===== config.mk =====
export PLATFORM = sky130hd
export DESIGN_NAME = sprite_pixel_fetch
export DESIGN_NICKNAME = d
export VERILOG_FILES = /design/src/rtl/sprite_pixel_fetch_pkg.sv /design/src/rtl/sprite_pixel_fetch_if.sv /design/src/rtl/sprite_pixel_fetch_anim_ctrl.sv /design/src/rtl/sprite_pixel_fetch.sv
export SDC_FILE = /design/constraint.sdc
export NUM_CORES = 1
export LEC_CHECK = 0
export ABC_CLOCK_PERIOD_IN_PS = 4490
export CAP_MARGIN = 20
export CORE_MARGIN = 4
export CORE_UTILIZATION = 40
export CTS_CLUSTER_SIZE = 14
export DETAILED_ROUTE_END_ITERATION = 10
export PLACE_DENSITY = 0.79
export SLEW_MARGIN = 25
export SYNTH_ARGS = -nofsm -noshare
export SYNTH_HDL_FRONTEND = slang
export SYNTH_HIERARCHICAL = 1
export SYNTH_SLANG_ARGS = --single-unit

===== constraint.sdc =====
create_clock -name Clk -period 4.49 [get_ports Clk]
set_input_delay 0.898 -clock Clk [delete_from_list [all_inputs] [get_ports Clk]]
set_output_delay 0.898 -clock Clk [all_outputs]
set_load 0.03 [all_outputs]

===== src/rtl/sprite_pixel_fetch_pkg.sv =====
// sprite_pkg: shared types and constants for the sprite pixel fetch block.
//   anim_state_t    : animation controller state (IDLE, PLAY, DONE)
//   pal_idx_t       : 4-bit palette index
//   TRANSPARENT_IDX : index value treated as "no pixel"
//   SCREEN_W_BITS   : width of beam / sprite coordinates
//   frame_w()       : width of the frame counter, at least 1 bit
package sprite_pkg;

  localparam int SCREEN_W_BITS = 10;

  typedef logic [3:0] pal_idx_t;

  localparam pal_idx_t TRANSPARENT_IDX = 4'h0;

  typedef enum logic [1:0] {
    IDLE = 2'd0,
    PLAY = 2'd1,
    DONE = 2'd2
  } anim_state_t;

  function automatic int frame_w(input int num_frames);
    return (num_frames > 1) ? $clog2(num_frames) : 1;
  endfunction

endpackage


===== src/rtl/sprite_pixel_fetch_if.sv =====
// sprite_pixel_fetch_if: animation control/status bundle between the pixel
// pipeline (master) and the animation controller (slave).
//   frame_tick, start, loop : controls, master -> slave
//   anim_frame, busy, anim_done, state : status, slave -> master
// Handshake: no valid/ready; start and frame_tick are single-cycle pulses
// sampled on the rising clock edge, status is valid every cycle.
interface sprite_pixel_fetch_if
  import sprite_pkg::*;
#(
  parameter int FRM_W = 2
);
  logic             frame_tick;
  logic             start;
  logic             loop;
  logic [FRM_W-1:0] anim_frame;
  logic             busy;
  logic             anim_done;
  anim_state_t      state;

  modport master (
    output frame_tick, start, loop,
    input  anim_frame, busy, anim_done, state
  );

  modport slave (
    input  frame_tick, start, loop,
    output anim_frame, busy, anim_done, state
  );
endinterface


===== src/rtl/sprite_pixel_fetch_anim_ctrl.sv =====
// sprite_anim_ctrl: animation frame counter with one-shot / looping playback.
//   clk, rst_n : clock, synchronous active-low reset
//   ctl        : slave side of sprite_pixel_fetch_if
// FRAME_DIV ticks make one animation frame. A one-shot ends in DONE for one
// cycle (anim_done pulse, last frame still shown) and then returns to IDLE.
// start always restarts at frame 0 and takes priority over a same-cycle tick.
module sprite_anim_ctrl
  import sprite_pkg::*;
#(
  parameter int NUM_FRAMES = 4,
  parameter int FRAME_DIV  = 6
) (
  input  logic                 clk,
  input  logic                 rst_n,
  sprite_pixel_fetch_if.slave  ctl
);
  localparam int FRM_W = frame_w(NUM_FRAMES);
  localparam int DIV_W = $clog2(FRAME_DIV + 1);

  anim_state_t      state_q, state_d;
  logic [DIV_W-1:0] div_q, div_d;
  logic [FRM_W-1:0] frame_q, frame_d;

  always_comb begin
    state_d = state_q;
    div_d   = div_q;
    frame_d = frame_q;
    if (ctl.start) begin
      state_d = PLAY;
      div_d   = '0;
      frame_d = '0;
    end else begin
      case (state_q)
        PLAY: begin
          if (ctl.frame_tick) begin
            if (div_q == DIV_W'(FRAME_DIV - 1)) begin
              div_d = '0;
              if (frame_q == FRM_W'(NUM_FRAMES - 1)) begin
                if (ctl.loop) frame_d = '0;
                else          state_d = DONE;  // last frame held through DONE
              end else begin
                frame_d = frame_q + FRM_W'(1);
              end
            end else begin
              div_d = div_q + DIV_W'(1);
            end
          end
        end
        DONE: begin
          state_d = IDLE;
          div_d   = '0;
          frame_d = '0;
        end
        default: begin
          state_d = IDLE;
          div_d   = '0;
          frame_d = '0;
        end
      endcase
    end
  end

  always_ff @(posedge clk) begin
    if (!rst_n) begin
      state_q <= IDLE;
      div_q   <= '0;
      frame_q <= '0;
    end else begin
      state_q <= state_d;
      div_q   <= div_d;
      frame_q <= frame_d;
    end
  end

  assign ctl.anim_frame = frame_q;
  assign ctl.busy       = (state_q == PLAY);
  assign ctl.anim_done  = (state_q == DONE);
  assign ctl.state      = state_q;

endmodule


===== src/rtl/sprite_pixel_fetch.sv =====
// sprite_pixel_fetch: maps the beam position onto a sprite bounding box,
// addresses the sprite index ROM and returns a palette index + hit flag
// two clocks after the pixel was sampled.
//   Clk, Reset_n                : clock, synchronous active-low reset
//   DrawX, DrawY, pix_en        : beam position and active-video qualifier
//   sprite_x, sprite_y, flip    : sprite placement and horizontal mirror
//   frame_tick, start, loop     : animation controls
//   rom_addr / rom_data         : index ROM (1-clock registered read)
//   pal_index, pix_hit          : result to palette stage
//   anim_frame, busy, anim_done : animation status
//   dbg_state                   : animation controller state (debug)
// Optional: define SPRITE_SCALE2X_EN to draw each texel as a 2x2 block.
module sprite_pixel_fetch
  import sprite_pkg::*;
#(
  parameter int SPR_W      = 64,
  parameter int SPR_H      = 96,
  parameter int NUM_FRAMES = 4,
  parameter int FRAME_DIV  = 6,
  parameter int ADDR_W     = 15
) (
  input  logic                          Clk,
  input  logic                          Reset_n,
  input  logic [SCREEN_W_BITS-1:0]      DrawX,
  input  logic [SCREEN_W_BITS-1:0]      DrawY,
  input  logic                          pix_en,
  input  logic [SCREEN_W_BITS-1:0]      sprite_x,
  input  logic [SCREEN_W_BITS-1:0]      sprite_y,
  input  logic                          flip,
  input  logic                          frame_tick,
  input  logic                          start,
  input  logic                          loop,
  output logic [ADDR_W-1:0]             rom_addr,
  input  pal_idx_t                      rom_data,
  output pal_idx_t                      pal_index,
  output logic                          pix_hit,
  output logic [frame_w(NUM_FRAMES)-1:0] anim_frame,
  output logic                          busy,
  output logic                          anim_done,
  output anim_state_t                   dbg_state
);
  localparam int FRM_W = frame_w(NUM_FRAMES);
  localparam int CW    = SCREEN_W_BITS + 1;
`ifdef SPRITE_SCALE2X_EN
  localparam int BOX_W = 2 * SPR_W;
  localparam int BOX_H = 2 * SPR_H;
`else
  localparam int BOX_W = SPR_W;
  localparam int BOX_H = SPR_H;
`endif

  sprite_pixel_fetch_if #(.FRM_W(FRM_W)) anim_if ();

  assign anim_if.frame_tick = frame_tick;
  assign anim_if.start      = start;
  assign anim_if.loop       = loop;

  sprite_anim_ctrl #(
    .NUM_FRAMES (NUM_FRAMES),
    .FRAME_DIV  (FRAME_DIV)
  ) u_anim (
    .clk   (Clk),
    .rst_n (Reset_n),
    .ctl   (anim_if.slave)
  );

  assign anim_frame = anim_if.anim_frame;
  assign busy       = anim_if.busy;
  assign anim_done  = anim_if.anim_done;
  assign dbg_state  = anim_if.state;

  logic [CW-1:0]     dx, dy, tx, ty, col;
  logic              in_box;
  logic [ADDR_W-1:0] addr;
  logic [ADDR_W-1:0] rom_addr_q, rom_addr_d;
  logic              in_box_d1_q, in_box_d1_d;
  logic              in_box_d2_q, in_box_d2_d;

  always_comb begin
    // 11-bit differences: bit 10 set means the beam is left of / above the
    // sprite, which also rejects wrap-around at the right/bottom edges.
    dx     = {1'b0, DrawX} - {1'b0, sprite_x};
    dy     = {1'b0, DrawY} - {1'b0, sprite_y};
    in_box = pix_en & ~dx[CW-1] & ~dy[CW-1] &
             (dx < CW'(BOX_W)) & (dy < CW'(BOX_H));
`ifdef SPRITE_SCALE2X_EN
    tx = dx >> 1;
    ty = dy >> 1;
`else
    tx = dx;
    ty = dy;
`endif
    col  = flip ? (CW'(SPR_W - 1) - tx) : tx;
    addr = ADDR_W'(anim_if.anim_frame) * ADDR_W'(SPR_W * SPR_H)
         + ADDR_W'(ty) * ADDR_W'(SPR_W)
         + ADDR_W'(col);
    rom_addr_d  = in_box ? addr : '0;
    in_box_d1_d = in_box;
    in_box_d2_d = in_box_d1_q;  // lines up with rom_data from the ROM register
  end

  always_ff @(posedge Clk) begin
    if (!Reset_n) begin
      rom_addr_q  <= '0;
      in_box_d1_q <= 1'b0;
      in_box_d2_q <= 1'b0;
    end else begin
      rom_addr_q  <= rom_addr_d;
      in_box_d1_q <= in_box_d1_d;
      in_box_d2_q <= in_box_d2_d;
    end
  end

  assign rom_addr  = rom_addr_q;
  assign pal_index = in_box_d2_q ? rom_data : TRANSPARENT_IDX;
  assign pix_hit   = in_box_d2_q & (rom_data != TRANSPARENT_IDX);

endmodule


# Word level (Yosys, flattened, before mapping)
# Index checks and enable logic that the tools add are counted.
dict set report totals {
  register_bits 24
  in_bits 51
  out_inout_bits 26
  word_cells 53
}
dict set report classes {
  addsub 7
  n_mul 1
  n_lt_le_gt_ge 2
  eq_ne 9
  muxes 11
  bitwise_logic 10
  reduce_logical 6
}
# operator n
set ops {}
lappend ops {{$lt 11x7->1 const B} 2}
lappend ops {{$sub 10x10->11} 2}
lappend ops {{$add 15x11->15} 1}
lappend ops {{$add 15x15->15} 1}
lappend ops {{$mux 11} 1}
lappend ops {{$sub 6x11->11 const A} 1}
lappend ops {{$reduce_and 4->1} 2}
lappend ops {{$mux 1} 6}
lappend ops {{$ne 3x2->1 const B} 2}
lappend ops {{$ne 3x3->1 const B} 2}
lappend ops {{$and 1x1->1} 5}
lappend ops {{$not 1->1} 5}
lappend ops {{$eq 2x2->1 const B} 2}
lappend ops {{$mul 2x2->4 const B} 1}
lappend ops {{$mux 2} 2}
lappend ops {{$mux 4} 1}
lappend ops {{$reduce_bool 4->1} 1}
lappend ops {{$add 3x1->3 const B} 1}
lappend ops {{$eq 3x3->1 const B} 1}
lappend ops {{$mux 3} 1}
lappend ops {{$reduce_and 3->1} 1}
lappend ops {{$reduce_or 3->1} 1}
lappend ops {{$add 2x1->2 const B} 1}
lappend ops {{$eq 2x1->1 const B} 1}
lappend ops {{2 further kinds} 2}

# Depth between registers and ports, before layout
# Gate-level depths: netlist (run 1).
dict set report logic_depth {
  depth_word 7
  depth_mapped 20
  depth_no_buf 20
}

# Cells and area by module
# Netlist (run 1), hierarchy kept.
# mod n_inst cells_each area_per_inst_um2
set by_module_without_submodules {}
lappend by_module_without_submodules {sprite_pixel_fetch 1 262 2104.5}
lappend by_module_without_submodules {sprite_anim_ctrl 1 34 327.8}

# Least setup slack after synthesis (run 1)
# No wires, ideal clock.
dict set report synth_path {
  kind {input to register}
  start {input sprite_x[5]}
  end {register rom_addr_q[13] (netlist: rom_addr[13])}
  setup_ns 0.127
  arrival_ns 3.990
  path_slack_ns 0.373
  stages 18
  path_buffers 0
  cell_sequence {inv_1 ha_1 a21o_1 a21o_1 a22o_1 a211oi_1 inv_1 ha_1 nand2_1 o21ai_0 ha_1 a21o_1 a21oi_1 nor2b_1 o21a_1 o41ai_1 xor2_1 nor2_1}
}
dict set report synth_via {
  elab_chain_cells 7
  word_cells_on_any_way 11
  classes_between {add/sub: 3; order compare: 1; mux: 1; bitwise: 5; reduce/logical: 1}
}
# element line_no
set synth_lines {}
lappend synth_lines {{from (decl)} sprite_pixel_fetch.sv:27} ;# input logic [SCREEN_W_BITS-1:0] sprite_x,
lappend synth_lines {{$sub 10x10->11 (*)} sprite_pixel_fetch.sv:82} ;# dx = {1'b0, DrawX} - {1'b0, sprite_x};
lappend synth_lines {{parallel branches: the longest is 6 deep, another holds $add 15x11->15} -}
lappend synth_lines {{to (signal assigned)} sprite_pixel_fetch.sv:108} ;# rom_addr_q <= rom_addr_d;
lappend synth_lines {{to (decl)} sprite_pixel_fetch.sv:75} ;# logic [ADDR_W-1:0] rom_addr_q, rom_addr_d;
# Mark *: on every way between the ends.
# A chain may end at the register's enable or synchronous reset.

# Final worst setup path (run 1)
dict set report layout_path {
  start {input DrawX[0]}
  end {register rom_addr_q[13] (netlist: rom_addr[13])}
}
dict set report layout_via {
  elab_chain_cells 7
  word_cells_on_any_way 11
  classes_between {add/sub: 3; order compare: 1; mux: 1; bitwise: 5; reduce/logical: 1}
}
# element line_no
set layout_lines {}
lappend layout_lines {{from (decl)} sprite_pixel_fetch.sv:24} ;# input logic [SCREEN_W_BITS-1:0] DrawX,
lappend layout_lines {{$sub 10x10->11 (*)} sprite_pixel_fetch.sv:82}
lappend layout_lines {{parallel branches: the longest is 6 deep, another holds $add 15x11->15} -}
# Marks and branches as above.

==> results of run 1 <==
synthesized netlist by cell type, types with 3 or more instances:
cell type   n  area [um^2]
fa_1        3         60.1
inv_1      38          143
ha_1       32          400
o21ai_0     8         40.0
a21oi_1    15         75.1
o21a_1      5         37.5
buf_2       3         15.0
a21o_1      8         60.1
and3_1      6         37.5
nand3_1     4         20.0
nand2_1    16         60.1
a31oi_1     5         31.3
nor2_1     22         82.6
dfxtp_1    24          480
o31ai_1     3         22.5
xor2_1      8         70.1
nor2_2      9         56.3
xnor2_1    19          166
nor2b_1    10         62.6
nor3_1      4         20.0
o2111ai_1   3         26.3
o211ai_1    3         22.5
a211oi_1    3         22.5
and2_1      5         31.3
metal layers:
metal  global-route usage  part of all wire  vias to the layer above
met5                    0                 0                        -
li1                     -                 -                     1237
met3               0.0307             0.071                        4
met2                0.292              0.51                       68
met1                0.166              0.41                     1119
met4               0.0245            0.0041                        0
cell usage in the layout, fill, tap and decap left out, types with 2 or more instances in the layout:
cell type / Yosys / routed
clkdlybuf4s50_1: 0 / 76
inv_1: 38 / 38
ha_1: 32 / 32
buf_4: 0 / 28
dfxtp_1: 24 / 24
nor2_1: 22 / 22
xnor2_1: 19 / 19
nand2_1: 16 / 16
a21oi_1: 15 / 14
nor2_2: 9 / 9
xor2_1: 8 / 8
a21o_1: 8 / 8
nor2b_1: 10 / 8
o21ai_0: 8 / 7
and3_1: 6 / 6
a31oi_1: 5 / 5
and2_1: 5 / 5
o21a_1: 5 / 5
nand3_1: 4 / 4
nor3_1: 4 / 4
o31ai_1: 3 / 3
o211ai_1: 3 / 3
clkbuf_8: 0 / 3
nor2b_2: 0 / 2
o2111ai_2: 0 / 2
a211oi_2: 0 / 2
or2_2: 2 / 2
nor4_1: 2 / 2
nand3b_1: 2 / 2
nand4b_1: 2 / 2
mux2i_1: 2 / 2
fa_1: 3 / 2
final cells by class:
cell class	instances	area, um^2
Clock buffer	3	41.3
Fill cell	546	2370
Inverter	38	143
Multi-Input combinational cell	228	1820
Sequential cell	24	480
Tap cell	75	93.8
Timing Repair Buffer	104	971
state kept, by name, summed over array words and instances, names as in the netlist:
register               cells
in_box_d2_q                1
u_anim/ctl.anim_frame      2
rom_addr                  15
u_anim/div_q               3
u_anim/ctl.state           2
in_box_d1_q                1
critical path, cell delays in order:
cell and delay (ns):
clkdlybuf4s50_1 0.46, inv_1 0.04, ha_1 0.23, fa_2 0.38, nor2b_2 0.16, o2111ai_2 0.12
nand2_1 0.09, xor2_1 0.17, inv_1 0.07, ha_1 0.26, nand2_1 0.09, o21ai_2 0.08
ha_1 0.29, a21o_1 0.19, a21oi_2 0.13, nor2b_1 0.06, o21a_1 0.19, o41ai_2 0.30
xor2_1 0.17, nor2_1 0.05
report_power, final:
group	total [uW]	leakage, uW	switching (uW)	internal (uW)
Clock	123	0.0000216	62.9	59.9
Combinational	453	0.00141	216	237
Sequential	214	0.000194	0.870	214
through the flow:
step	area, um^2	setup TNS, ns	util
4_1_cts	3500	0	0.592
5_1_grt	3550	-0.0315	0.600
3_5_place_dp	3460	-0.458	0.585
6_report	3550	0	0.600
2_1_floorplan	2430	0	-
3_3_place_gp	3460	-0.274	0.585
kinds of logic (layout without fill, tap and decap cells):
family          Yosys count  count (layout)
compound gates           66              66
xor+xnor                 27              27
fa+ha+maj                35              35
buf+inv                  44             145
flops                    24              24
mux                       3               3
simple gates             97              97
repair_timing:
item | in CTS | in global routing
hold buffers | 0 | 0
resized for setup | 0 | 11
endpoints found under the setup margin | 0 | 4
worst paths after layout:
check | end | slack, ns | cells after the start
worst max-delay path | rom_addr[13] | 0.22 | 20
worst max register to register | rom_addr[14] | 2.59 | 8
worst min-delay path | in_box_d2_q | 0.44 | 1
worst min register to register | in_box_d2_q | 0.44 | 1
==> impl_metrics.json, run 1 <==
{
  "drtAntennaViolNets": 0,
  "worst_ep_arrival_time_ns": 4.42,
  "n_antenna_cell": 0,
  "synthMuxAreaShare": 0.0129,
  "numCtsBuffers": 3,
  "synth_area_mm2": 0.00243,
  "min_from": "in_box_d1_q",
  "status": "complete, no violations",
  "vdd_ir_drop_max_mv": 0.130,
  "cts_buffer_depth": 2,
  "die_area_mm2": 0.00739,
  "die_w_um": 86.0,
  "synth-seq-cells": 24,
  "drive_above_1_share": 0.154,
  "timing.final.ws_setup_ns": 0.217,
  "htreeDepth": 1,
  "whs_ns": 0.438,
  "port_buffers": 76,
  "grt_max_degree": 13,
  "clock-sinks": 24,
  "synth_edf_count": 0,
  "drt-wirelength-per-cell_um": 12.3,
  "die_h_um": 86.0,
  "yosys_warnings": 6,
  "relSlewSlack": 0.635,
  "num_vias": 2428,
  "grt_pass1_vias": 2315,
  "grt_pass1_wl_um": 9400,
  "synth_xor_area_frac": 0.0972,
  "cts_tree": "done",
  "pin_count": 77,
  "cts_root_buffer": "clkbuf_8",
  "routabilityCongestion": 0.824,
  "p_total_uw": 791,
  "drt-initial-drc-count": 57,
  "first_pass_iters": 5,
  "clock_latency_ns": 0.26,
  "synth_cells": 296,
  "finalWirelength_um": 5800,
  "hold_violations": 0,
  "rows": 28,
  "syn_nets": 382,
  "required_ns": 4.64,
  "p_leak_uw": 0.00162,
  "finalCriticalPeriod_ns": 4.27,
  "setup_viol": 0,
  "fmax_ghz": 0.234,
  "ys_types": 58,
  "crit_type": "in -> reg",
  "start_util": 0.411,
  "antenna_found_initial": 0,
  "synth_compound_area_frac": 0.195,
  "avgSynthCellArea_um2": 8.22,
  "yosys.area_share.simple": 0.235,
  "nets": 485,
  "dpl.hpwl_um": 4840,
  "max_slew.worst_pin.slew_ns": 0.546,
  "crit_path_start": "DrawX[0]",
  "dp.cells": 469,
  "max_cap_viol_count": 0,
  "routed_via_density": 5.14,
  "synth_top_flop_cell": "dfxtp_1",
  "end_kind": "register",
  "coreArea_mm2": 0.00592,
  "ys_seq_area_frac": 0.198,
  "drc": 0,
  "finalCritPeriodShare": 0.952,
  "crit_fanout": 2,
  "cts_setup_buffers": 0,
  "layout-area-overhead-vs-synth_pct": 45.9,
  "synth_top_family_by_area": "simple AND/OR/NAND/NOR gates",
  "finalMaxSlewViolations": 0,
  "power_density_mw_per_mm2": 223,
  "synth-async-reset-ratio": 0,
  "synth_adder_area_share": 0.189,
  "r2r_start": "u_anim/ctl.anim_frame[0]",
  "hp-class": "reg -> reg",
  "layout.cells.non_filler": 472,
  "grt_use_total": 0.150,
  "grt_remaining_overflow": 0,
  "startpoint_type": "input port",
  "clkTransAtPathRegs_ns": 0.08,
  "skew_ns": 0.000505,
  "post-place-ws_ns": -0.194
}
Power figures use the tool's default switching activity.
==> run 2, diff against run 1 <==
--- a/config.mk
+++ b/config.mk
@@ -9,9 +9,11 @@
 export CAP_MARGIN = 20
 export CORE_MARGIN = 4
 export CORE_UTILIZATION = 40
+export CTS_CLUSTER_DIAMETER = 120
 export CTS_CLUSTER_SIZE = 14
 export DETAILED_ROUTE_END_ITERATION = 10
 export PLACE_DENSITY = 0.79
+export SETUP_SLACK_MARGIN = 0.3
 export SLEW_MARGIN = 25
 export SYNTH_ARGS = -nofsm -noshare
 export SYNTH_HDL_FRONTEND = slang
==> impl_metrics.json, run 2 (synthesis results as in run 1) <==
{
  "setup_tns_ns": 0,
  "finalCritPeriodShare": 0.938,
  "drc": 0,
  "holdBufCountCts": 0,
  "hold_end": "in_box_d2_q",
  "hp-class": "reg -> reg",
  "grt_pass1_wl_um": 9980,
  "grt_setup_unrepaired": "false",
  "worst_ep_arrival_time_ns": 4.37,
  "port_buffers": 76,
  "drtAntennaViolNets": 0,
  "routed_via_density": 5.23,
  "relSlewSlack": 0.583,
  "grt.met2_usage": 0.308,
  "required_ns": 4.65,
  "clock_latency_ns": 0.26,
  "pin_count": 77,
  "setup_viol": 0,
  "clkTransAtPathRegs_ns": 0.08,
  "skew_ns": 0.00196,
  "grt_use_met3": 0.0317,
  "max_slew.worst_pin.slew_ns": 0.624,
  "grt_pass1_vias": 2421,
  "p_leak_uw": 0.00178,
  "antenna_found_initial": 0,
  "clock-sinks": 24,
  "crit_type": "in -> reg",
  "first_pass_iters": 4,
  "cts_tree": "done",
  "htreeDepth": 1,
  "r2r_start": "u_anim/ctl.anim_frame[0]",
  "r2r_cells": 8,
  "grt.met1_usage": 0.180,
  "p_total_uw": 942,
  "min_path_cells": 1,
  "die_h_um": 86.0,
  "status": "complete, no violations",
  "coreArea_mm2": 0.00592,
  "die_w_um": 86.0,
  "power_density_mw_per_mm2": 243,
  "reg2reg_to": "rom_addr[14]",
  "whs_ns": 0.440,
  "nets": 499,
  "numCtsBuffers": 3,
  "drt-wirelength-per-cell_um": 13.8,
  "dpl.hpwl_um": 4840,
  "start_util": 0.411,
  "drt-initial-drc-count": 101,
  "n_antenna_cell": 0,
  "finalMaxSlewViolations": 0,
  "dpl-instance-area_mm2": 0.00346,
  "top_usage_layer": "met2",
  "max_cap_viol_count": 0,
  "largest_register_ffs": 15,
  "min_from": "in_box_d1_q",
  "startpoint_type": "input port",
  "grt_use_total": 0.159,
  "fmax_ghz": 0.238,
  "fin_util": 0.655,
  "final_cell_mix": "clkdlybuf4s50_1 (68), buf_4 (41), inv_1 (34)",
  "grt_remaining_overflow": 0,
  "crit_path_start": "sprite_x[3]",
  "reg2reg_slack_ns": 2.58,
  "layout-area-overhead-vs-synth_pct": 59.4,
  "routabilityCongestion": 0.824,
  "die_area_mm2": 0.00739,
  "cts_root_buffer": "clkbuf_8",
  "mostFrequentLayoutCell": "clkdlybuf4s50_1",
  "design_area_mm2": 0.00388,
  "vdd_ir_drop_max_mv": 0.157,
  "drive_above_1_share": 0.243,
  "finalWirelength_um": 6690,
  "grt_max_degree": 13,
  "fillers": 475,
  "finalCriticalPeriod_ns": 4.21,
  "end_kind": "register",
  "crit_fanout": 3,
  "cts_buffer_depth": 2,
  "rows": 28,
  "hold_violations": 0,
  "num_vias": 2540
}
[run 2: cell types whose count changed in the layout (fill, tap and decap cells not counted), sizes merged]
cell	previous run	this run
buf	28	42
clkdlybuf4s50	76	68
dlymetal6s2s	0	7
dlygate4sd2	0	1
[run 2: critical path, stage by stage]
cell and delay [ns]:
clkdlybuf4s50_1 0.46, inv_1 0.06, ha_4 0.29, a21o_1 0.13, nand2_2 0.07, and3_4 0.18, a211oi_4 0.23, inv_2 0.09
ha_4 0.17, inv_4 0.05, nand2_2 0.05, xnor2_1 0.22, ha_1 0.29, buf_4 0.14, nor2b_4 0.12, o21ai_1 0.17
nand2b_1 0.12, buf_4 0.15, buf_4 0.12, buf_4 0.12, xnor2_1 0.21, nor2_2 0.05
[run 2: worst max path at each step]
stage	endpoint	cells past startpoint
after CTS	rom_addr[14]	17
after detailed placement	rom_addr[13]	19
after global routing	rom_addr[12]	21
final	rom_addr[10]	22
after global placement	rom_addr[13]	20
after floorplan	rom_addr[13]	18
[run 2: report_power, final]
| part | leakage, uW | switching, uW | internal, uW | total, uW |
|---|---|---|---|---|
| combinational | 0.00157 | 279 | 326 | 604 |
| clock | 0.0000216 | 62.9 | 59.9 | 123 |
| sequential | 0.000194 | 0.859 | 214 | 214 |
| total | 0.00178 | 342 | 599 | 942 |
[run 2: layout make-up]
class	instances	area [um^2]	area share
well taps	75	93.8	0.0242
clock buffers	3	41.3	0.0106
flip-flops and latches	24	480	0.124
inverters	38	145	0.0374
repair buffers	118	1100	0.283
multi-input cells	228	2020	0.521
[run 2: layer usage]
metal  share of wire  routed length, um
met1            0.40               2690
met2            0.52               3480
met3           0.065                435
met4           0.012                 83
met5               0                  0
[run 2: repair_timing]
item,CTS,global route
buffers inserted,7,7
gates resized for setup,20,41
hold endpoints to repair,0,0
pin swaps,11,22
endpoints found under the setup margin,4,5
[run 2: per-stage QoR]
step,cells,setup WS [ns]
finish,486,0.280
global route,486,0.156
global placement,469,-0.136
detailed placement,469,-0.194
CTS,479,0.305
floorplan,296,0.373
==> run 3, diff against run 2 <==
--- a/config.mk
+++ b/config.mk
@@ -12,6 +12,7 @@
 export CTS_CLUSTER_DIAMETER = 120
 export CTS_CLUSTER_SIZE = 14
 export DETAILED_ROUTE_END_ITERATION = 10
+export GPL_TIMING_DRIVEN = 0
 export PLACE_DENSITY = 0.79
 export SETUP_SLACK_MARGIN = 0.3
 export SLEW_MARGIN = 25
==> impl_metrics.json, run 3 (synthesis results as in run 1) <==
{
  "status": "complete, no violations",
  "grt_pass1_wl_um": 10100,
  "num_vias": 2569,
  "clock_latency_ns": 0.26,
  "required_ns": 4.62,
  "setup_viol": 0,
  "largest_register_ffs": 15,
  "multi_input_area_mm2": 0.00202,
  "r2r_cells": 8,
  "nets": 500,
  "die_w_um": 86.0,
  "startpoint_type": "input port",
  "crit_fanout": 5,
  "dpl.hpwl_um": 4710,
  "whs_ns": 0.437,
  "hp-class": "reg -> reg",
  "p_leak_uw": 0.00179,
  "die_h_um": 86.0,
  "rows": 28,
  "layout-area-overhead-vs-synth_pct": 59.7,
  "finalCriticalPeriod_ns": 4.15,
  "first_pass_iters": 4,
  "clock-sinks": 24,
  "routabilityCongestion": 0.867,
  "die_area_mm2": 0.00739,
  "power_density_mw_per_mm2": 232,
  "finalWirelength_um": 7200,
  "fmax_ghz": 0.241,
  "finalCritPeriodShare": 0.923,
  "max_cap_viol_count": 0,
  "regArea_um2": 480,
  "drive_above_1_share": 0.252,
  "cts_root_buffer": "clkbuf_8",
  "cts_buffer_depth": 2,
  "drt-initial-drc-count": 73,
  "skew_ns": 0.0105,
  "cts_tree": "done",
  "numCtsBuffers": 3,
  "drt-wirelength-per-cell_um": 14.8,
  "coreArea_mm2": 0.00592,
  "final_cell_mix": "clkdlybuf4s50_1 (62), buf_4 (36), inv_1 (30)",
  "grt_max_degree": 13,
  "r2r_start": "u_anim/ctl.anim_frame[0]",
  "grt_setup_unrepaired": "false",
  "antenna_found_initial": 0,
  "min_path_cells": 1,
  "max_slew.worst_pin.slew_ns": 0.662,
  "grt_pass1_vias": 2414,
  "drtAntennaViolNets": 0,
  "hold_end": "in_box_d2_q",
  "relSlewSlack": 0.559,
  "grt_remaining_overflow": 0,
  "start_util": 0.411,
  "end_kind": "register",
  "crit_type": "in -> reg",
  "worst_ep_arrival_time_ns": 4.28,
  "grt_use_total": 0.163,
  "hold_violations": 0,
  "fillers": 472,
  "holdBufCountCts": 0,
  "drc": 0,
  "routed_via_density": 5.28,
  "min_from": "in_box_d1_q",
  "vdd_ir_drop_max_mv": 0.120,
  "htreeDepth": 1,
  "p_total_uw": 902,
  "fin_util": 0.656,
  "mostFrequentLayoutCell": "clkdlybuf4s50_1",
  "pin_count": 77,
  "clkTransAtPathRegs_ns": 0.07,
  "reg2reg_slack_ns": 2.62,
  "reg2reg_to": "rom_addr[14]",
  "finalMaxSlewViolations": 0,
  "port_buffers": 76,
  "n_antenna_cell": 0
}
-- run 3: cell types whose count changed in the layout (fill, tap and decap cells not counted), moves of 2 or more --
cell and change:
a21oi_2 +2, buf_2 +2, buf_4 -5, clkbuf_1 +2, clkdlybuf4s15_1 +2, clkdlybuf4s50_1 -6
dlymetal6s2s_1 +3, ha_4 +2, inv_1 -4, inv_2 +5, o31ai_1 +2, o31ai_2 -2
-- run 3: critical path, cell delays in order --
cell             delay (ns)
clkdlybuf4s50_1        0.45
inv_1                  0.06
ha_4                   0.27
a21o_1                 0.17
nand2_2                0.09
nand2_2                0.09
a211oi_4               0.24
inv_1                  0.10
buf_4                  0.14
buf_4                  0.12
buf_4                  0.12
o21ai_2                0.13
ha_1                   0.25
a21o_1                 0.17
a21oi_2                0.15
nor2b_1                0.07
o21a_1                 0.21
o41ai_2                0.30
xor2_1                 0.18
nor2_1                 0.05
-- run 3: layout make-up --
class / count / share of cell area
Buffer: 6 / 0.0129
Clock buffer: 3 / 0.0106
Inverter: 38 / 0.0367
Multi-Input combinational cell: 228 / 0.519
Sequential cell: 24 / 0.124
Tap cell: 75 / 0.0242
Timing Repair Buffer: 113 / 0.273
-- run 3: worst max path at each step --
stage / from / to / slack, ns / cells after the start
6_report: sprite_x[3] / rom_addr[13] / 0.34 / 20
3_5_place_dp: DrawX[0] / rom_addr[13] / -0.45 / 20
4_1_cts: sprite_x[3] / rom_addr[13] / 0.31 / 19
5_1_grt: sprite_x[1] / rom_addr[14] / 0.15 / 20
3_3_place_gp: DrawX[0] / rom_addr[13] / -0.41 / 20
2_1_floorplan: sprite_x[5] / rom_addr[13] / 0.37 / 18
-- run 3: power breakdown --
group / total [uW] / switching [uW] / internal, uW
sequential: 215 / 0.921 / 214
clock: 122 / 62.2 / 59.8
combinational: 565 / 268 / 297
total: 902 / 331 / 571
-- run 3: timing repair --
action                     in CTS  in global routing
pin swaps                      16                 26
setup buffers                  18                 18
gates cloned                    0                  1
setup endpoints to repair       5                  6
gates resized for setup        26                 50
-- run 3: stage by stage --
step | cell area [um^2] | TNS (ns) | instances | setup slack [ns]
CTS | 3560 | 0 | 468 | 0.307
global route | 3880 | 0 | 487 | 0.149
finish | 3880 | 0 | 487 | 0.343
global placement | 3290 | -1.15 | 447 | -0.411
floorplan | 2430 | 0 | 296 | 0.373
detailed placement | 3290 | -1.43 | 447 | -0.452
-- run 3: routing by layer --
metal,vias to the layer above,track usage,wire length [um]
met5,-,0,0
met4,0,0.0317,235
met3,28,0.0327,460
met2,110,0.322,3790
met1,1159,0.176,2710
li1,1272,-,-
